[src/rtl/io_cell_cfg_regs.sv]
// io_cell_cfg_regs: APB register bank holding per-cell shadow/active pad
// configuration. Software stages shadows, APPLY moves them all to the
// active copy on one edge, and LOCK freezes everything until reset.

// One IO cell: shadow register plus the active copy feeding the pad.
module io_cell_cfg_slice #(
  parameter int                  W   = 5,
  parameter logic [W-1:0]        RST = '0
) (
  input  logic         clk,
  input  logic         reset_n,
  input  logic         wr_en,
  input  logic [W-1:0] wdata,
  input  logic         apply,
  output logic [W-1:0] shadow,
  output logic [W-1:0] active
);

  // Shadow takes software writes; active only moves on APPLY.
  always_ff @(posedge clk or negedge reset_n) begin
    if (!reset_n) begin
      shadow <= RST;
      active <= RST;
    end else begin
      if (wr_en) shadow <= wdata;
      if (apply) active <= shadow;
    end
  end

endmodule

module io_cell_cfg_regs #(
  parameter int                          IOCELL_CFG_W = 5,
  parameter int                          IOCELL_COUNT = 28,
  parameter int                          APB_AW       = 12,
  parameter int                          APB_DW       = 32,
  parameter logic [IOCELL_CFG_W-1:0]     CFG_RST_VAL  = '0
) (
  input  logic                                 clk,
  input  logic                                 reset_n,
  input  logic [APB_AW-1:0]                    paddr,
  input  logic                                 psel,
  input  logic                                 penable,
  input  logic                                 pwrite,
  input  logic [APB_DW-1:0]                    pwdata,
  output logic [APB_DW-1:0]                    prdata,
  output logic                                 pready,
  output logic                                 pslverr,
  output logic [IOCELL_CFG_W*IOCELL_COUNT-1:0] cell_cfg,
  output logic                                 cfg_locked,
  output logic                                 cfg_pending
);

  localparam int                WORD_W     = APB_AW - 2;
  localparam logic [APB_AW-1:0] SHADOW_END = APB_AW'(4 * IOCELL_COUNT);
  localparam logic [APB_AW-1:0] CTRL_ADDR  = APB_AW'('h100);
  localparam logic [APB_AW-1:0] STAT_ADDR  = APB_AW'('h104);

  typedef enum logic [1:0] {IDLE, WAIT, RESP} state_e;

  state_e state_q, state_d;
  logic   commit;
  logic   locked_q;

  logic [IOCELL_COUNT-1:0][IOCELL_CFG_W-1:0] shadow;
  logic [IOCELL_COUNT-1:0][IOCELL_CFG_W-1:0] active;

  logic [WORD_W-1:0] word;
  logic              aligned, hit_shadow, hit_ctrl, hit_stat, err;
  logic              wr_shadow, do_apply, do_lock;
  logic [APB_DW-1:0] rdata;

  // Upper write-data bits carry no meaning for any register.
  logic unused_pwdata;
  assign unused_pwdata = ^pwdata[APB_DW-1:IOCELL_CFG_W];

  // FSM state register.
  always_ff @(posedge clk or negedge reset_n) begin
    if (!reset_n) state_q <= IDLE;
    else          state_q <= state_d;
  end

  // Setup moves to WAIT; the access cycle in WAIT commits and goes to RESP.
  // Losing psel in WAIT aborts without touching any state.
  always_comb begin
    state_d = state_q;
    commit  = 1'b0;
    case (state_q)
      IDLE: if (psel) state_d = WAIT;
      WAIT: begin
        if (!psel) state_d = IDLE;
        else if (penable) begin
          state_d = RESP;
          commit  = 1'b1;
        end
      end
      RESP:    state_d = IDLE;
      default: state_d = IDLE;
    endcase
  end

  // Address decode and error classification.
  always_comb begin
    word       = paddr[APB_AW-1:2];
    aligned    = (paddr[1:0] == 2'b00);
    hit_shadow = aligned && (paddr < SHADOW_END);
    hit_ctrl   = (paddr == CTRL_ADDR);
    hit_stat   = (paddr == STAT_ADDR);
    err        = !(hit_shadow || hit_ctrl || hit_stat)
              || (pwrite && hit_stat)
              || (pwrite && locked_q && (hit_shadow || hit_ctrl));
    wr_shadow  = commit && !err && pwrite && hit_shadow;
    do_apply   = commit && !err && pwrite && hit_ctrl && pwdata[0];
    do_lock    = commit && !err && pwrite && hit_ctrl && pwdata[1];
  end

  // Read mux from current register state; unused bits read as zero.
  always_comb begin
    rdata = '0;
    if (hit_shadow) begin
      for (int i = 0; i < IOCELL_COUNT; i++)
        if (word == WORD_W'(i)) rdata = APB_DW'(shadow[i]);
    end else if (hit_ctrl) begin
      rdata = APB_DW'({locked_q, 1'b0});
    end else if (hit_stat) begin
      rdata = APB_DW'({locked_q, cfg_pending});
    end
  end

  for (genvar i = 0; i < IOCELL_COUNT; i++) begin : g_cell
    io_cell_cfg_slice #(
      .W   (IOCELL_CFG_W),
      .RST (CFG_RST_VAL)
    ) u_slice (
      .clk     (clk),
      .reset_n (reset_n),
      .wr_en   (wr_shadow && (word == WORD_W'(i))),
      .wdata   (pwdata[IOCELL_CFG_W-1:0]),
      .apply   (do_apply),
      .shadow  (shadow[i]),
      .active  (active[i])
    );
  end

  // Sticky lock plus the registered APB response.
  always_ff @(posedge clk or negedge reset_n) begin
    if (!reset_n) begin
      locked_q <= 1'b0;
      pready   <= 1'b0;
      pslverr  <= 1'b0;
      prdata   <= '0;
    end else begin
      if (do_lock) locked_q <= 1'b1;
      pready  <= commit;
      pslverr <= commit && err;
      prdata  <= (commit && !err && !pwrite) ? rdata : '0;
    end
  end

  assign cell_cfg    = active;
  assign cfg_locked  = locked_q;
  assign cfg_pending = (shadow != active);

endmodule
[config.mk]
export PLATFORM = sky130hd
export DESIGN_NAME = io_cell_cfg_regs
export DESIGN_NICKNAME = d
export VERILOG_FILES = /design/src/rtl/io_cell_cfg_regs.sv
export SDC_FILE = /design/constraint.sdc
export NUM_CORES = 1
export LEC_CHECK = 0
export CELL_PAD_IN_SITES_DETAIL_PLACEMENT = 2
export CELL_PAD_IN_SITES_GLOBAL_PLACEMENT = 2
export CORE_MARGIN = 2
export CORE_UTILIZATION = 39
export CTS_CLUSTER_DIAMETER = 200
export DETAILED_ROUTE_END_ITERATION = 16
export DONT_BUFFER_PORTS = 1
export HOLD_SLACK_MARGIN = 0.05
export PLACE_DENSITY = 0.83
export SYNTH_ARGS = -nofsm -noshare
export SYNTH_HDL_FRONTEND = slang
export SYNTH_HIERARCHICAL = 1
export SYNTH_SLANG_ARGS = --single-unit
export TNS_END_PERCENT = 10
[constraint.sdc]
create_clock -name clk -period 4.4 [get_ports clk]
set_input_delay 0.44 -clock clk [delete_from_list [all_inputs] [get_ports clk]]
set_output_delay 0.44 -clock clk [all_outputs]
set_load 0.02 [all_outputs]
# Word level (Yosys, flattened, before mapping)
# Index checks and enable logic that the tools add are counted.
[classes]
n_mux = 39
order_cmp = 1
n_eq_ne = 33
n_reduce_logical = 51
[op_table]
columns = ["operator", "n"]
rows = [
  ["$mux 32", 28],
  ["$ne 140x140->1", 1],
  ["$eq 10x5->1 const B", 12],
  ["$eq 10x4->1 const B", 8],
  ["$eq 10x3->1 const B", 4],
  ["$logic_and 1x1->1", 40],
  ["$eq 12x9->1 const B", 2],
  ["$eq 10x2->1 const B", 2],
  ["$lt 12x7->1 const B", 1],
  ["$eq 10x1->1 const B", 1],
  ["$logic_not 10->1", 1],
  ["$mux 2", 5],
  ["$mux 5", 2],
  ["$logic_not 2->1", 2],
  ["$logic_or 1x1->1", 4],
  ["$pmux 2 s2", 1],
  ["$logic_not 1->1", 3],
  ["$mux 1", 3],
  ["$ne 3x3->1 const B", 1],
  ["$eq 2x1->1 const B", 1],
  ["$ne 2x2->1 const B", 1],
  ["$reduce_and 2->1", 1],
]
[word_totals]
in_bits = 49
word_cells = 185
output_inout_bits = 176
reg_bits = 317

# Longest topological paths before layout
# Gate-level depths: netlist of run 1.
[depth]
word_depth = 31
ltp_mapped = 11
depth_no_buf = 7

# Hierarchy
# The synthesis of run 1 kept the hierarchy.
[modules_own_cells]
columns = ["mod", "n_inst", "seq_area_each_um2", "cells_each", "area_each_um2"]
rows = [
  ["io_cell_cfg_slice", 28, 250.2, 20, 362.8],
  ["io_cell_cfg_regs", 1, 250.2, 587, 4175.3],
]

# Worst setup path after synthesis of run 1
# OpenSTA, ideal clock, no wires.
[synth_path]
kind = "input port to flip-flop"
startpoint = "input port paddr[10]"
endpoint = "register g_cell[0].u_slice.active[0]"
cell_stages = 8
path_buffers = 2
setup_time_ns = 0.081
arrival_time_ns = 5.660
required_ns = 4.319
path_slack_ns = -1.341
cell_sequence = "buf_2 nor2_1 buf_2 nand2_1 or4b_2 nor3_1 and3_1 mux2_2"
[synth_via]
elab_chain_cells = 12
elab_cells_between_ends = 16
classes_between = "order compare: 1; eq/ne: 2; reduce/logical: 13"
[synth_rtl]
columns = ["element", "line", "rtl"]
rows = [
  ["start: declaration", "41", "input logic [APB_AW-1:0] paddr,"],
  ["$lt 12x7->1", "106", "hit_shadow = aligned && (paddr < SHADOW_END);"],
  ["$logic_and 1x1->1", "106", ""],
  ["$logic_or 1x1->1", "109, 111", ""],
  ["$logic_or 1x1->1", "109", "err = !(hit_shadow || hit_ctrl || hit_stat)"],
  ["$logic_not 1->1", "109", ""],
  ["$logic_or 1x1->1", "110", "|| (pwrite && hit_stat)"],
  ["$logic_or 1x1->1", "111", "|| (pwrite && locked_q && (hit_shadow || hit_ctrl));"],
  ["$logic_not 1->1", "113", "do_apply = commit && !err && pwrite && hit_ctrl && pwdata[0];"],
  ["$logic_and 1x1->1 (2 in a row)", "113", ""],
  ["$logic_and 1x1->1 * (2 in a row)", "113", ""],
  ["via do_apply", "70", "logic wr_shadow, do_apply, do_lock;"],
  ["end signal: assignment", "26", "if (apply) active <= shadow;"],
  ["end: declaration", "16", "output logic [W-1:0] active"],
]
# Mark *: on every way through the listed nets, which the timed path passes. The rest lies on a longest branch.
# A chain may end at the register's enable or synchronous reset.

# Final worst setup path of run 1
[layout_path]
startpoint = "register g_cell[19].u_slice.active[4]"
endpoint = "output port cfg_pending"
[layout_via]
elab_chain_cells = 1
[layout_rtl]
columns = ["element", "line", "rtl"]
rows = [
  ["start: declaration", "16", ""],
  ["start signal: assignment", "26", ""],
  ["$ne 140x140->1", "162", "assign cfg_pending = (shadow != active);"],
  ["end: declaration", "51", "output logic cfg_pending"],
]
# Every way passes these cells.

==> flow_summary.ini, run 1 <==
[placed_design]
dp_slack_ns = 0.724
place_hpwl_um = 38900
io_buffers = 0
gp_congestion = 0.925

[synth]
synth.cell_area_um2 = 14300
synth_seq_cells = 290
synthCells = 1147
synth_top_cell_by_area = dfrtp_1
yosysWarnings = 6
ys_top_cells_by_area = dfrtp_1, mux2_2, xor2_1, xnor2_1, buf_4
synth_edf_count = 0
syn_avg_cell_area_um2 = 12.5
synth_seq_area_share = 0.506
synth_ff_type = dfrtp_1
synth_top_area_frac = 0.506
synth_cell_type_count = 64
synthArstFlopShare = 1.00

[pwr]
irDropWorstVdd_mv = 0.246
power_density_nw_per_um2 = 343
total_leakage_power_nw = 7.86
power.total_w = 0.00550

[grt]
overflow = 0
grt_usage = 0.291
antenna_found_initial = 1
grt_pass1_vias = 11159
grt_max_degree = 291
grt_pass1_wl_um = 80700

[sta]
layout_setup_ws_ns = 0.525
period_needed_ns = 3.87
period_share = 0.881
setup-tns-final_ns = 0
fin_skew_ns = 0.0189
relSlewSlack = 0.332
worst_pin_slew_ns = 1.00
whs_ns = -0.392
setup_viol = 0
fmax_mhz = 258
hold_viol = 290
rsz0062_at_grt = false
drv_slew = 0

[finish]
nets = 1237
final_common_cell = dfrtp_1
post-route-util = 0.441
register_area_um2 = 7260
multi_input_area_um2 = 6790
final_layout_size_suffix_gt1_frac = 0.312
layout_common_cells = dfrtp_1, mux2_2, xor2_1
fillCellCount = 3593
area_delta_synth_final_pct = 12.0

[run_status]
status = complete, but fails checks
violations = negative hold slack

[critical_path]
critPathKind = flop to output port
worstPathRequired_ns = 3.96
crit_path_max_fanout = 3
end_kind = output port
cpMaxStageDelayCell = nor3_1
cp_slowest_stage_delay_ns = 0.52
worstPathArrival_ns = 3.43
crit_cells = 6
startpoint_type = flop
critPathMostFrequentCell = nand4_1
path_buf_inv = 0
r2r_cells = 7
crit_chain = xnor2_1 > nand4_1 > nor4_1 > nand4_1 > nor3_1 > nand4_1
crit_family = simple AND/OR/NAND/NOR gates

[cts]
clockRootBuffer = clkbuf_16
clk_pin_slew_ns = 0.06
clk_latency_ns = 0.55
cts_setup_buffers = 0
cts_hold_buf = 11
cts.sink_count = 290
cts-buffers-inserted = 34
cts_tree = built
cts_max_path_buffers = 3
h-tree-depth = 2

[routing]
routed_via_density = 6.11
routed_wirelength_um = 55000
vias = 10250
drtIter0Drc = 803
drc = 0
ant_nets = 0
first_pass_iters = 4
drt-wirelength-per-cell_um = 32.8

[floorplan]
num_rows = 70
dieArea_um2 = 38300
initial_core_util = 0.393
core_area_um2 = 36400
dieHeight_um = 196
io_pins = 225
dieWidth_um = 196

[hold_path]
min_path_type = input port to async pin

[job]
cap_violations = 0
## worst paths after layout
kind	endpoint	slack (ns)	from
worst max-delay path	cfg_pending	0.53	g_cell[19].u_slice/active[4]
worst min-delay path	g_cell[22].u_slice/active[2]	-0.39	reset_n
worst max register to register	prdata[0]	1.07	g_cell[19].u_slice/active[4]
worst min register to register	state_q[0]	0.45	state_q[0]
max in group asynchronous	g_cell[18].u_slice/active[2]	3.97	reset_n
min in group clk	g_cell[9].u_slice/shadow[3]	0.07	pwdata[3]
## repair_timing
action                                  CTS  global route
resized for setup                         0             0
endpoints found under the hold margin   325           290
endpoints found under the setup margin    0             0
## cell type report
cell class	instances	area share
diodes	2	0.000312
clock buffers	50	0.0632
clock inverters	5	0.00187
inverters	20	0.00468
multi-input cells	809	0.423
flip-flops and latches	290	0.452
well taps	468	0.0365
repair buffers	33	0.0187
## power by group
group / internal, W / switching, W
clock: 0.00159 / 0.00113
sequential: 0.00267 / 0.00000169
combinational: 0.0000301 / 0.0000793
## worst register-to-register path: cells and delay by family, from the launching register on
kind            cells  cell delay, ns
compound gates      1            0.32
xor+xnor            1            0.47
flops               1            0.49
simple gates        5            1.94
## cells by family (layout without fill, tap and decap cells)
group,count (synthesis),count (layout),share of synthesized area
AO/OA/AOI/OAI,142,142,0.0709
XOR/XNOR,122,122,0.0745
buffers and inverters,74,108,0.0285
AND/OR/NAND/NOR,217,217,0.0811
other,1,29,0.000262
flip-flops,290,290,0.506
multiplexers,301,301,0.239
## cell usage after synthesis, types with 4 or more instances
| library cell | n |
|---|---|
| nand3_1 | 10 |
| a21oi_1 | 19 |
| a21o_1 | 8 |
| nand4_1 | 19 |
| xnor2_1 | 39 |
| or2_2 | 5 |
| o21ai_0 | 26 |
| nor4_1 | 29 |
| nand2_1 | 43 |
| buf_2 | 14 |
| o2bb2ai_1 | 5 |
| dfrtp_1 | 290 |
| buf_4 | 28 |
| nor2b_1 | 7 |
| nor3_1 | 18 |
| nand2b_1 | 9 |
| o221ai_1 | 4 |
| a22o_1 | 8 |
| a221oi_1 | 6 |
| o211ai_1 | 9 |
| a31oi_1 | 5 |
| mux2i_1 | 12 |
| mux2_2 | 285 |
| a22oi_1 | 8 |
| nor2_1 | 53 |
| mux4_2 | 4 |
| clkbuf_1 | 10 |
| o22ai_1 | 14 |
| xor2_1 | 83 |
| a211oi_1 | 4 |
| inv_1 | 20 |
## per-layer routing
layer,part of all wire,vias to the layer above,GRT usage
li1,-,4247,-
met1,0.42,5521,0.377
met2,0.49,390,0.484
met3,0.065,92,0.0634
met4,0.032,0,0.0976
met5,0,-,0
## state kept, by name, indices dropped and copies added, names as in the netlist
name                   cells
g_cell.u_slice/active    140
state_q                    2
prdata                     5
cfg_locked                 1
pslverr                    1
g_cell.u_slice/shadow    140
pready                     1
## stage by stage
step | cell area (um^2) | std cells | hold WS, ns
2_1_floorplan | 14400 | 1173 | 0.144
4_1_cts | 16000 | 1675 | -0.418
5_1_grt | 16000 | 1675 | -0.411
3_3_place_gp | 14900 | 1609 | 0.150
6_report | 16100 | 1677 | -0.392
3_5_place_dp | 14900 | 1609 | 0.163
(Power assumes the default switching activity.)
==> run 2: changes to the inputs <==
--- a/config.mk
+++ b/config.mk
@@ -8,12 +8,13 @@
 export CELL_PAD_IN_SITES_DETAIL_PLACEMENT = 2
 export CELL_PAD_IN_SITES_GLOBAL_PLACEMENT = 2
 export CORE_MARGIN = 2
-export CORE_UTILIZATION = 39
+export CORE_UTILIZATION = 40
+export CTS_BUF_LIST = sky130_fd_sc_hd__clkbuf_8
 export CTS_CLUSTER_DIAMETER = 200
 export DETAILED_ROUTE_END_ITERATION = 16
 export DONT_BUFFER_PORTS = 1
 export HOLD_SLACK_MARGIN = 0.05
-export PLACE_DENSITY = 0.83
+export PLACE_DENSITY = 0.85
 export SYNTH_ARGS = -nofsm -noshare
 export SYNTH_HDL_FRONTEND = slang
 export SYNTH_HIERARCHICAL = 1
==> flow_summary.ini, run 2 (synthesis gave the netlist of run 1 again) <==
[grt]
met2_usage = 0.485
grt_use_met1 = 0.370
grt_pass1_vias = 11471
antenna_found_initial = 2
grt_usage = 0.292
gr-max-usage-layer = met2
grt_max_degree = 291
grtUsageMet3 = 0.0678
grt_pass1_wl_um = 80900
overflow = 0

[finish]
area_delta_synth_final_pct = 11.4
biggestRegsByFlops = g_cell.u_slice/active x140, g_cell.u_slice/shadow x140, prdata x5
multi_input_area_um2 = 6790
register_area_um2 = 7260
final_common_cell = dfrtp_1
fillCellCount = 3524
n_antenna_cell = 0
layout_common_cells = dfrtp_1, mux2_2, xor2_1
nets = 1250
post-route-util = 0.451
final_layout_size_suffix_gt1_frac = 0.328

[pwr]
irDropWorstVdd_mv = 0.232
power_density_nw_per_um2 = 328
total_leakage_power_nw = 7.92

[sta]
whs_ns = -0.466
setup_viol = 0
period_share = 0.927
drv_slew = 0
setup-tns-final_ns = 0
hold_viol = 290
fin_skew_ns = 0.0141
fmax_mhz = 245
period_needed_ns = 4.08
worst_pin_slew_ns = 1.23
relSlewSlack = 0.166
rsz0062_at_grt = false

[routing]
first_pass_iters = 5
drtIter0Drc = 729
vias = 10268
drc = 0
ant_nets = 0
routed_via_density = 6.05
routed_wirelength_um = 54300
drt-wirelength-per-cell_um = 32.0

[critical_path]
worstPathRequired_ns = 3.96
worstPathArrival_ns = 3.64
critPathKind = flop to output port
crit_chain = xnor2_1 > nand4_1 > nor4_1 > nand4_1 > nor3_1 > nand4_1
startpoint_type = flop
r2r-end = prdata[0]
rrSetupSlack_ns = 0.94
crit_path_max_fanout = 3
r2r_cells = 7
r2r-start = g_cell[19].u_slice/active[4]
end_kind = output port
critPathMostFrequentCell = nand4_1
cp_slowest_stage_delay_ns = 0.55
cpMaxStageDelayCell = nor3_1

[cts]
cts.sink_count = 290
cts_max_path_buffers = 3
cts_tree = built
cts-resized-gates = 0
cts_setup_buffers = 0
clk_latency_ns = 0.62
cts-buffers-inserted = 52
clk_pin_slew_ns = 0.06
cts_hold_buf = 9
clockRootBuffer = clkbuf_8
h-tree-depth = 2

[hold_path]
min_path_type = input port to async pin

[placed_design]
place_hpwl_um = 39000
io_buffers = 0
gp_congestion = 0.909

[job]
cap_violations = 0

[floorplan]
dieWidth_um = 193
initial_core_util = 0.405
core_area_um2 = 35400
num_rows = 69
dieArea_um2 = 37400
dieHeight_um = 193
io_pins = 225

[run_status]
status = complete, but fails checks
violations = negative hold slack
[run 2: cell count changes in the layout (fill, tap and decap cells not counted), sizes merged, moves of 2 or more]
cell and delta:
inv +15, clkbuf +12, clkinv +5, buf +2
diode -2, dlygate4sd3 -7
[run 2: worst max-delay path: cells and delay by family (launching register included)]
kind	cells	cell delay [ns]
AND/OR/NAND/NOR	5	2.00
XOR/XNOR	1	0.51
flip-flops	1	0.50
[run 2: final cells by class]
type | instances | share of cell area
Clock inverter | 26 | 0.00744
Timing Repair Buffer | 28 | 0.0193
Multi-Input combinational cell | 809 | 0.425
Clock buffer | 62 | 0.0534
Sequential cell | 290 | 0.454
Tap cell | 461 | 0.0361
Inverter | 20 | 0.00470
[run 2: worst max path at each step]
stage / end / cells after the start / slack [ns] / startpoint
floorplan: g_cell[0].u_slice/active[0] / 8 / 0.24 / paddr[10]
global placement: g_cell[2].u_slice/shadow[0] / 7 / 0.89 / paddr[9]
detailed placement: g_cell[2].u_slice/shadow[3] / 7 / 0.87 / paddr[9]
CTS: cfg_pending / 6 / 0.45 / g_cell[21].u_slice/active[4]
global route: cfg_pending / 6 / 0.28 / g_cell[19].u_slice/active[4]
finish: cfg_pending / 6 / 0.32 / g_cell[19].u_slice/active[4]
[run 2: routing by layer]
layer / wire length, um / share of wire
met4: 1930 / 0.035
met2: 26500 / 0.49
met1: 22400 / 0.41
met3: 3430 / 0.063
met5: 11 / 0.00020
[run 2: report_power, final]
group / total [W] / switching (W) / internal [W]
Combinational: 0.000130 / 0.0000948 / 0.0000353
Clock: 0.00243 / 0.00117 / 0.00127
Sequential: 0.00267 / 0.00000192 / 0.00267
Total: 0.00524 / 0.00126 / 0.00397
[run 2: per-stage QoR]
| step | instances | instance area, um^2 | power (W) | setup WS, ns |
|---|---|---|---|---|
| floorplan | 1173 | 14400 | 0.00282 | 0.244 |
| global placement | 1599 | 14900 | 0.00280 | 0.888 |
| detailed placement | 1599 | 14900 | 0.00281 | 0.872 |
| CTS | 1696 | 16000 | 0.00529 | 0.450 |
| global route | 1696 | 16000 | 0.00540 | 0.283 |
| finish | 1696 | 16000 | 0.00524 | 0.322 |
